--- config.mk ---
export PLATFORM = sky130hd
export DESIGN_NAME = cam_insert_ctrl
export DESIGN_NICKNAME = d
export VERILOG_FILES = /design/src/rtl/cam_pkg.sv /design/src/rtl/cam_victim_sel.sv /design/src/rtl/cam_insert_ctrl.sv
export SDC_FILE = /design/constraint.sdc
export NUM_CORES = 1
export LEC_CHECK = 0
export CELL_PAD_IN_SITES_DETAIL_PLACEMENT = 0
export CELL_PAD_IN_SITES_GLOBAL_PLACEMENT = 1
export CORE_ASPECT_RATIO = 1.5
export CORE_UTILIZATION = 39
export CTS_BUF_LIST = sky130_fd_sc_hd__clkbuf_16
export CTS_CLUSTER_SIZE = 24
export DETAILED_ROUTE_END_ITERATION = 8
export HOLD_SLACK_MARGIN = 0.08
export PLACE_DENSITY = 0.9
export SLEW_MARGIN = 40
export SYNTH_ARGS = -nofsm -noshare
export SYNTH_HDL_FRONTEND = slang
export SYNTH_HIERARCHICAL = 1
export SYNTH_SLANG_ARGS = --single-unit
--- constraint.sdc ---
create_clock -name clk -period 4.6 [get_ports clk]
set_input_delay 0.92 -clock clk [delete_from_list [all_inputs] [get_ports clk]]
set_output_delay 0.92 -clock clk [all_outputs]
set_load 0.02 [all_outputs]
--- src/rtl/cam_pkg.sv ---
// Shared types and defaults for the CAM request-side controller.
package cam_pkg;

  localparam int              KEY_W_DEF        = 8;
  localparam int              DEPTH_DEF        = 8;
  localparam logic [7:0]      RESERVED_KEY_DEF = 8'hFF;

  typedef enum logic [1:0] {
    OP_LOOKUP = 2'd0,
    OP_INSERT = 2'd1,
    OP_FLUSH  = 2'd2,
    OP_RSVD   = 2'd3
  } op_e;

  typedef enum logic [2:0] {
    ST_SWEEP = 3'd0,
    ST_IDLE  = 3'd1,
    ST_LOOK  = 3'd2,
    ST_WRITE = 3'd3,
    ST_RESP  = 3'd4
  } state_e;

endpackage

--- src/rtl/cam_victim_sel.sv ---
// Victim picker: lowest free slot wins; when the CAM is full, fall back to a
// round-robin pointer that only moves when an eviction is committed.
module cam_victim_sel #(
  parameter  int DEPTH  = 8,
  localparam int ADDR_W = $clog2(DEPTH)
) (
  input  logic              clk,
  input  logic              rst_n,
  input  logic [DEPTH-1:0]  valid_i,
  input  logic              adv_i,
  input  logic              clr_i,
  output logic [ADDR_W-1:0] victim_o,
  output logic              evict_o
);

  logic [ADDR_W-1:0] rr_q;

  // Scan high-to-low so the lowest free index is the last one to win.
  always_comb begin
    victim_o = rr_q;
    evict_o  = 1'b1;
    for (int i = DEPTH - 1; i >= 0; i--) begin
      if (!valid_i[i]) begin
        victim_o = ADDR_W'(i);
        evict_o  = 1'b0;
      end
    end
  end

  // Round-robin pointer; wraps naturally because DEPTH is a power of two.
  always_ff @(posedge clk or negedge rst_n) begin
    if (!rst_n)      rr_q <= '0;
    else if (clr_i)  rr_q <= '0;
    else if (adv_i)  rr_q <= rr_q + 1'b1;
  end

endmodule

--- src/rtl/cam_insert_ctrl.sv ---
// Request-side controller for an 8-entry CAM: turns LOOKUP/INSERT/FLUSH
// commands into CAM key/we/waddr drives, tracks occupancy, and only writes on
// a miss so stored keys stay unique.
module cam_insert_ctrl
  import cam_pkg::*;
#(
  parameter  int               KEY_W        = KEY_W_DEF,
  parameter  int               DEPTH        = DEPTH_DEF,
  parameter  logic [KEY_W-1:0] RESERVED_KEY = KEY_W'(RESERVED_KEY_DEF),
  localparam int               ADDR_W       = $clog2(DEPTH)
) (
  input  logic              clk,
  input  logic              rst_n,
  input  logic              req_valid,
  output logic              req_ready,
  input  logic [1:0]        req_op,
  input  logic [KEY_W-1:0]  req_key,
  output logic              resp_valid,
  input  logic              resp_ready,
  output logic              resp_hit,
  output logic [ADDR_W-1:0] resp_idx,
  output logic              resp_evict,
  output logic              resp_err,
  output logic              cam_we,
  output logic [ADDR_W-1:0] cam_waddr,
  output logic [KEY_W-1:0]  cam_key,
  input  logic              cam_hit,
  input  logic [ADDR_W-1:0] cam_raddr,
  output logic [ADDR_W:0]   occupancy
);

  state_e            state_q, state_d;
  op_e               op_q, op_d;
  logic [ADDR_W-1:0] cnt_q, cnt_d;
  logic              flush_q, flush_d;
  logic [DEPTH-1:0]  valid_q, valid_d;
  logic              cam_we_q, cam_we_d;
  logic [ADDR_W-1:0] cam_waddr_q, cam_waddr_d;
  logic [KEY_W-1:0]  cam_key_q, cam_key_d;
  logic              rv_q, rv_d, rh_q, rh_d, re_q, re_d, rerr_q, rerr_d;
  logic [ADDR_W-1:0] ridx_q, ridx_d;

  logic              look_hit, rr_adv, rr_clr, v_evict;
  logic [ADDR_W-1:0] victim;

  // A CAM match only counts if the slot is live; free slots hold the filler key.
  assign look_hit = cam_hit & valid_q[cam_raddr];

  cam_victim_sel #(.DEPTH(DEPTH)) u_victim (
    .clk      (clk),
    .rst_n    (rst_n),
    .valid_i  (valid_q),
    .adv_i    (rr_adv),
    .clr_i    (rr_clr),
    .victim_o (victim),
    .evict_o  (v_evict)
  );

  // Next-state and output decode; CAM drives are registered so reset forces them low.
  always_comb begin
    state_d     = state_q;
    op_d        = op_q;
    cnt_d       = cnt_q;
    flush_d     = flush_q;
    valid_d     = valid_q;
    cam_we_d    = 1'b0;
    cam_waddr_d = cam_waddr_q;
    cam_key_d   = cam_key_q;
    rv_d        = rv_q;
    rh_d        = rh_q;
    ridx_d      = ridx_q;
    re_d        = re_q;
    rerr_d      = rerr_q;
    rr_adv      = 1'b0;
    rr_clr      = 1'b0;
    case (state_q)
      ST_SWEEP: begin
        cam_we_d    = 1'b1;
        cam_waddr_d = cnt_q;
        cam_key_d   = RESERVED_KEY;
        cnt_d       = cnt_q + 1'b1;
        if (cnt_q == ADDR_W'(DEPTH - 1)) begin
          if (flush_q) begin
            flush_d = 1'b0;
            rv_d    = 1'b1;
            rh_d    = 1'b0;
            ridx_d  = '0;
            re_d    = 1'b0;
            rerr_d  = 1'b0;
            state_d = ST_RESP;
          end else begin
            state_d = ST_IDLE;
          end
        end
      end
      ST_IDLE: begin
        if (req_valid) begin
          op_d = op_e'(req_op);
          if (op_e'(req_op) == OP_RSVD ||
              (op_e'(req_op) != OP_FLUSH && req_key == RESERVED_KEY)) begin
            rv_d    = 1'b1;
            rh_d    = 1'b0;
            ridx_d  = '0;
            re_d    = 1'b0;
            rerr_d  = 1'b1;
            state_d = ST_RESP;
          end else if (op_e'(req_op) == OP_FLUSH) begin
            valid_d = '0;
            rr_clr  = 1'b1;
            cnt_d   = '0;
            flush_d = 1'b1;
            state_d = ST_SWEEP;
          end else begin
            cam_key_d = req_key;
            state_d   = ST_LOOK;
          end
        end
      end
      ST_LOOK: begin
        rerr_d = 1'b0;
        rh_d   = look_hit;
        if (op_q == OP_INSERT && !look_hit) begin
          cam_we_d    = 1'b1;
          cam_waddr_d = victim;
          ridx_d      = victim;
          re_d        = v_evict;
          rr_adv      = v_evict;
          state_d     = ST_WRITE;
        end else begin
          ridx_d  = look_hit ? cam_raddr : '0;
          re_d    = 1'b0;
          rv_d    = 1'b1;
          state_d = ST_RESP;
        end
      end
      ST_WRITE: begin
        valid_d[cam_waddr_q] = 1'b1;
        rv_d                 = 1'b1;
        state_d              = ST_RESP;
      end
      ST_RESP: begin
        if (resp_ready) begin
          rv_d    = 1'b0;
          state_d = ST_IDLE;
        end
      end
      default: state_d = ST_SWEEP;
    endcase
  end

  // State and output registers; reset restarts the sweep and drops any response.
  always_ff @(posedge clk or negedge rst_n) begin
    if (!rst_n) begin
      state_q     <= ST_SWEEP;
      op_q        <= OP_LOOKUP;
      cnt_q       <= '0;
      flush_q     <= 1'b0;
      valid_q     <= '0;
      cam_we_q    <= 1'b0;
      cam_waddr_q <= '0;
      cam_key_q   <= '0;
      rv_q        <= 1'b0;
      rh_q        <= 1'b0;
      ridx_q      <= '0;
      re_q        <= 1'b0;
      rerr_q      <= 1'b0;
    end else begin
      state_q     <= state_d;
      op_q        <= op_d;
      cnt_q       <= cnt_d;
      flush_q     <= flush_d;
      valid_q     <= valid_d;
      cam_we_q    <= cam_we_d;
      cam_waddr_q <= cam_waddr_d;
      cam_key_q   <= cam_key_d;
      rv_q        <= rv_d;
      rh_q        <= rh_d;
      ridx_q      <= ridx_d;
      re_q        <= re_d;
      rerr_q      <= rerr_d;
    end
  end

  assign req_ready  = (state_q == ST_IDLE);
  assign resp_valid = rv_q;
  assign resp_hit   = rh_q;
  assign resp_idx   = ridx_q;
  assign resp_evict = re_q;
  assign resp_err   = rerr_q;
  assign cam_we     = cam_we_q;
  assign cam_waddr  = cam_waddr_q;
  assign cam_key    = cam_key_q;
  assign occupancy  = (ADDR_W + 1)'($countones(valid_q));

endmodule

==> impl_metrics.yaml <==
route:
  drc_errors: 0
  vias: 1742
  post_detailed_route_count_of_antenna_violating_nets: 0
  drtPass1Iterations: 4
  detail_route.wirelength_mm: 4.765
  drt_first_iter_violations: 41
  routed_wire_length_per_instance_um: 14.44
  avgViaCountPerCell: 5.279
synthesis:
  synth_xor_area_frac: 0.01245
  synth-async-reset-ratio: 1.000
  postSynthNetCount: 247
  synth_area_mm2: 0.002111
  ys_dominant_reg_cell: "dfrtp_1"
  synth.mux.area_fraction: 0.05157
  synth_enable_flop_cells: 0
  ys_ff_latch: 39
  yosys.area_share.simple: 0.1761
  synthDistinctLibCells: 45
  yosys.area_share.adder: 0.07350
  synthesis.area_per_instance_um2: 9.638
  synth.yosys.seq_area_share: 0.4624
  synth_top_family_by_area: "simple AND/OR/NAND/NOR gates"
  ys_warn_count: 6
  post_syn_instances: 219
  synth_area_in_compound_gates: 0.1707
sta:
  report.final.setup_viol: 0
  finalCriticalPeriod_ps: 4317
  fmaxAchievable_mhz: 231.6
  fin_crit_sh: 0.9386
  worst_clock_skew_ps: 2.047
  tightestPinTransition_ps: 608.4
  maxSlewHeadroom: 0.5944
  final_hold_viol_count: 0
  tns_ps: 0
  rsz0062_at_grt: "no"
  maxSlewViolCount: 0
placement:
  io_buffers: 41
  dp.final_hpwl_mm: 3.599
  gp_congestion: 0.8015
  placedInstanceArea_mm2: 0.002572
finish:
  filler_cell_count: 476
  area_delta_synth_final_pct: 29.70
  layout.cells.most_common: "dfrtp_1"
  design.final.nets: 289
  layout_common_cells: "dfrtp_1, clkdlybuf4s50_1, nor2_1"
  drive_gt1_frac: 0.06870
  ant_diodes: 0
  stdcell_area_mm2: 0.002738
clocking:
  post_cts_setup_repair_buffer_count: 0
  ctsHtreeMaxLevel: 2
  cts-root-to-sink-buffers: 2
  cts_sinks: 39
  cts_buffers: 5
  worst_skew_pair.late_latency_ps: 280
  clock_pin_slew_on_the_worst_setup_and_hold_paths_ps: 60
  tritoncts: "done"
  clock_tree.root_cell: "clkbuf_16"
grt:
  number_of_global_route_vias_before_repair: 1732
  first_pass_grt_wire_length_mm: 7.797
  global_route.overflow_total: 0
  largest_net_degree_at_the_start_of_global_routing: 40
  grt_antenna_before_repair: 0
  global_route.usage.total: 0.1870
worst_setup_path:
  reg2reg_depth: 5
  cp_max_fo: 6
  reg2reg_from: "state_q[1]"
  critPathKind: "register to output pin"
  startpoint_type: "register"
  worst-r2r-setup-slack_ps: 2310
  crit_path_cell_trace: "fa_1, inv_1, fa_1, fa_1, inv_1, ha_1, inv_1, fa_1, xnor2_1, dlygate4sd2_1"
  regToRegEndpoint: "resp_idx[0]"
  worst_path_largest_cell_delay_ps: 570
  timing.critical_path.arrival_ps: 3400
  required_ps: 3680
  critPathSlowestCell: "fa_1"
  critical_path.endpoint_type: "output pin"
  critical-path-top-cell-by-count: "fa_1"
floorplanning:
  die_h_um: 92.10
  initial_utilization: 0.4087
  die_w_um: 62.07
  die_area_mm2: 0.005716
  io_pins: 42
  core-area_mm2: 0.005165
  placement_rows: 32
power_and_ir_drop:
  report.power.total_mw: 1.844
  static-leakage-power_nw: 1.224
  pwr_density_cell_mw_per_mm2: 673.5
  irDropWorstVdd_mv: 0.6704
worst_hold_path:
  worst_hold_path.num_cells: 1
  worst_hold_startpoint: "flush_q"
  hold-path-endpoint: "flush_q"
  timing.hold.worst.class: "register to register"
run_status:
  result_of_the_run: "completed"
run:
  cap_violations: 0
kinds of logic after synthesis:
group / Yosys count
adders and majority gates: 10
muxes: 9
AOI/OAI and AO/OA: 53
xor gates and xnor gates: 3
DFF: 39
buffers and inverters: 26
and+or+nand+nor: 79
state kept, by name (all words and copies together) (netlist names):
register	flops
flush_q	1
resp_err	1
u_victim/rr_q	3
cam_key	8
resp_valid	1
cam_waddr	3
resp_hit	1
cnt_q	3
cam_we	1
resp_evict	1
op_q	2
resp_idx	3
valid_q	8
state_q	3
critical path, delay by kind of cell, from the launching register on:
family     cells  cell delay (ps)
buf+inv        4              520
fa+ha+maj      5             2000
xor+xnor       1              140
flops          1              440
layout make-up:
cell class / count / area (µm²) / area share
Inverter: 20 / 75.07 / 0.02742
Tap cell: 68 / 85.08 / 0.03108
Multi-Input combinational cell: 154 / 1028 / 0.3757
Clock buffer: 5 / 125.1 / 0.04570
Sequential cell: 39 / 975.9 / 0.3565
Clock inverter: 3 / 38.79 / 0.01417
Timing Repair Buffer: 41 / 409.1 / 0.1495
power by group:
| group | switching (mW) | leakage (nW) | internal, mW |
|---|---|---|---|
| registers | 0.125 | 0.477 | 0.455 |
| logic | 0.473 | 0.666 | 0.409 |
| clock network | 0.129 | 0.0812 | 0.253 |
what timing repair did:
action                                  in CTS  in global routing
endpoints found under the setup margin       1                  1
hold buffers                                 0                  0
resized for setup                            1                  1
Yosys cell counts, types with 2 or more instances:
cell	n	area (µm²)
o221ai_1	3	26.28
mux2i_1	3	30.03
mux2_2	4	45.04
dfrtp_1	39	975.9
ha_1	6	75.07
nand2_1	13	48.80
fa_1	4	80.08
a22o_1	2	17.52
nand4_1	4	25.02
nor3_1	5	25.02
o21bai_1	3	22.52
nand3_1	3	15.01
o211ai_1	3	22.52
and3_1	2	12.51
and2_1	3	18.77
a21oi_1	21	105.1
buf_4	2	15.01
inv_1	20	75.07
nor2b_1	5	31.28
nand3b_1	2	15.01
a21o_1	3	22.52
xnor2_1	2	17.52
a221o_1	3	30.03
nand2b_1	2	12.51
o21ai_0	3	15.01
o32ai_1	2	17.52
nor2_1	36	135.1
clkbuf_1	3	11.26
a31oi_1	2	12.51
how the worst max path moves through the flow:
stage / slack, ps / cells after the start / from / to
after floorplan: 800 / 9 / valid_q[0] / occupancy[2]
after global placement: 370 / 10 / valid_q[0] / occupancy[2]
after detailed placement: 300 / 10 / valid_q[0] / occupancy[2]
after CTS: 20 / 10 / valid_q[0] / occupancy[1]
after global routing: 140 / 10 / valid_q[0] / occupancy[2]
final: 280 / 10 / valid_q[0] / occupancy[2]
layer usage:
metal | wire length, µm | part of all wire | vias to the layer above | global-route usage
li1 | - | - | 850 | -
met5 | 0 | 0 | - | 0
met1 | 1963 | 0.41 | 834 | 0.2038
met2 | 2506 | 0.53 | 52 | 0.3254
met4 | 91 | 0.019 | 0 | 0.08704
met3 | 204 | 0.043 | 6 | 0.04090
through the flow:
| step | util | hold WS, ps | worst slack, ps | instances |
|---|---|---|---|---|
| after CTS | 0.5296 | 483.3 | 18.65 | 330 |
| after global routing | 0.5300 | 498.2 | 136.2 | 330 |
| after floorplan | - | 449.8 | 800.5 | 219 |
| after detailed placement | 0.4981 | 470.2 | 297.7 | 322 |
| after global placement | 0.4964 | 458.7 | 371.2 | 322 |
| final | 0.5300 | 479.7 | 282.7 | 330 |
Note: power is estimated with default switching activity, not from simulation.
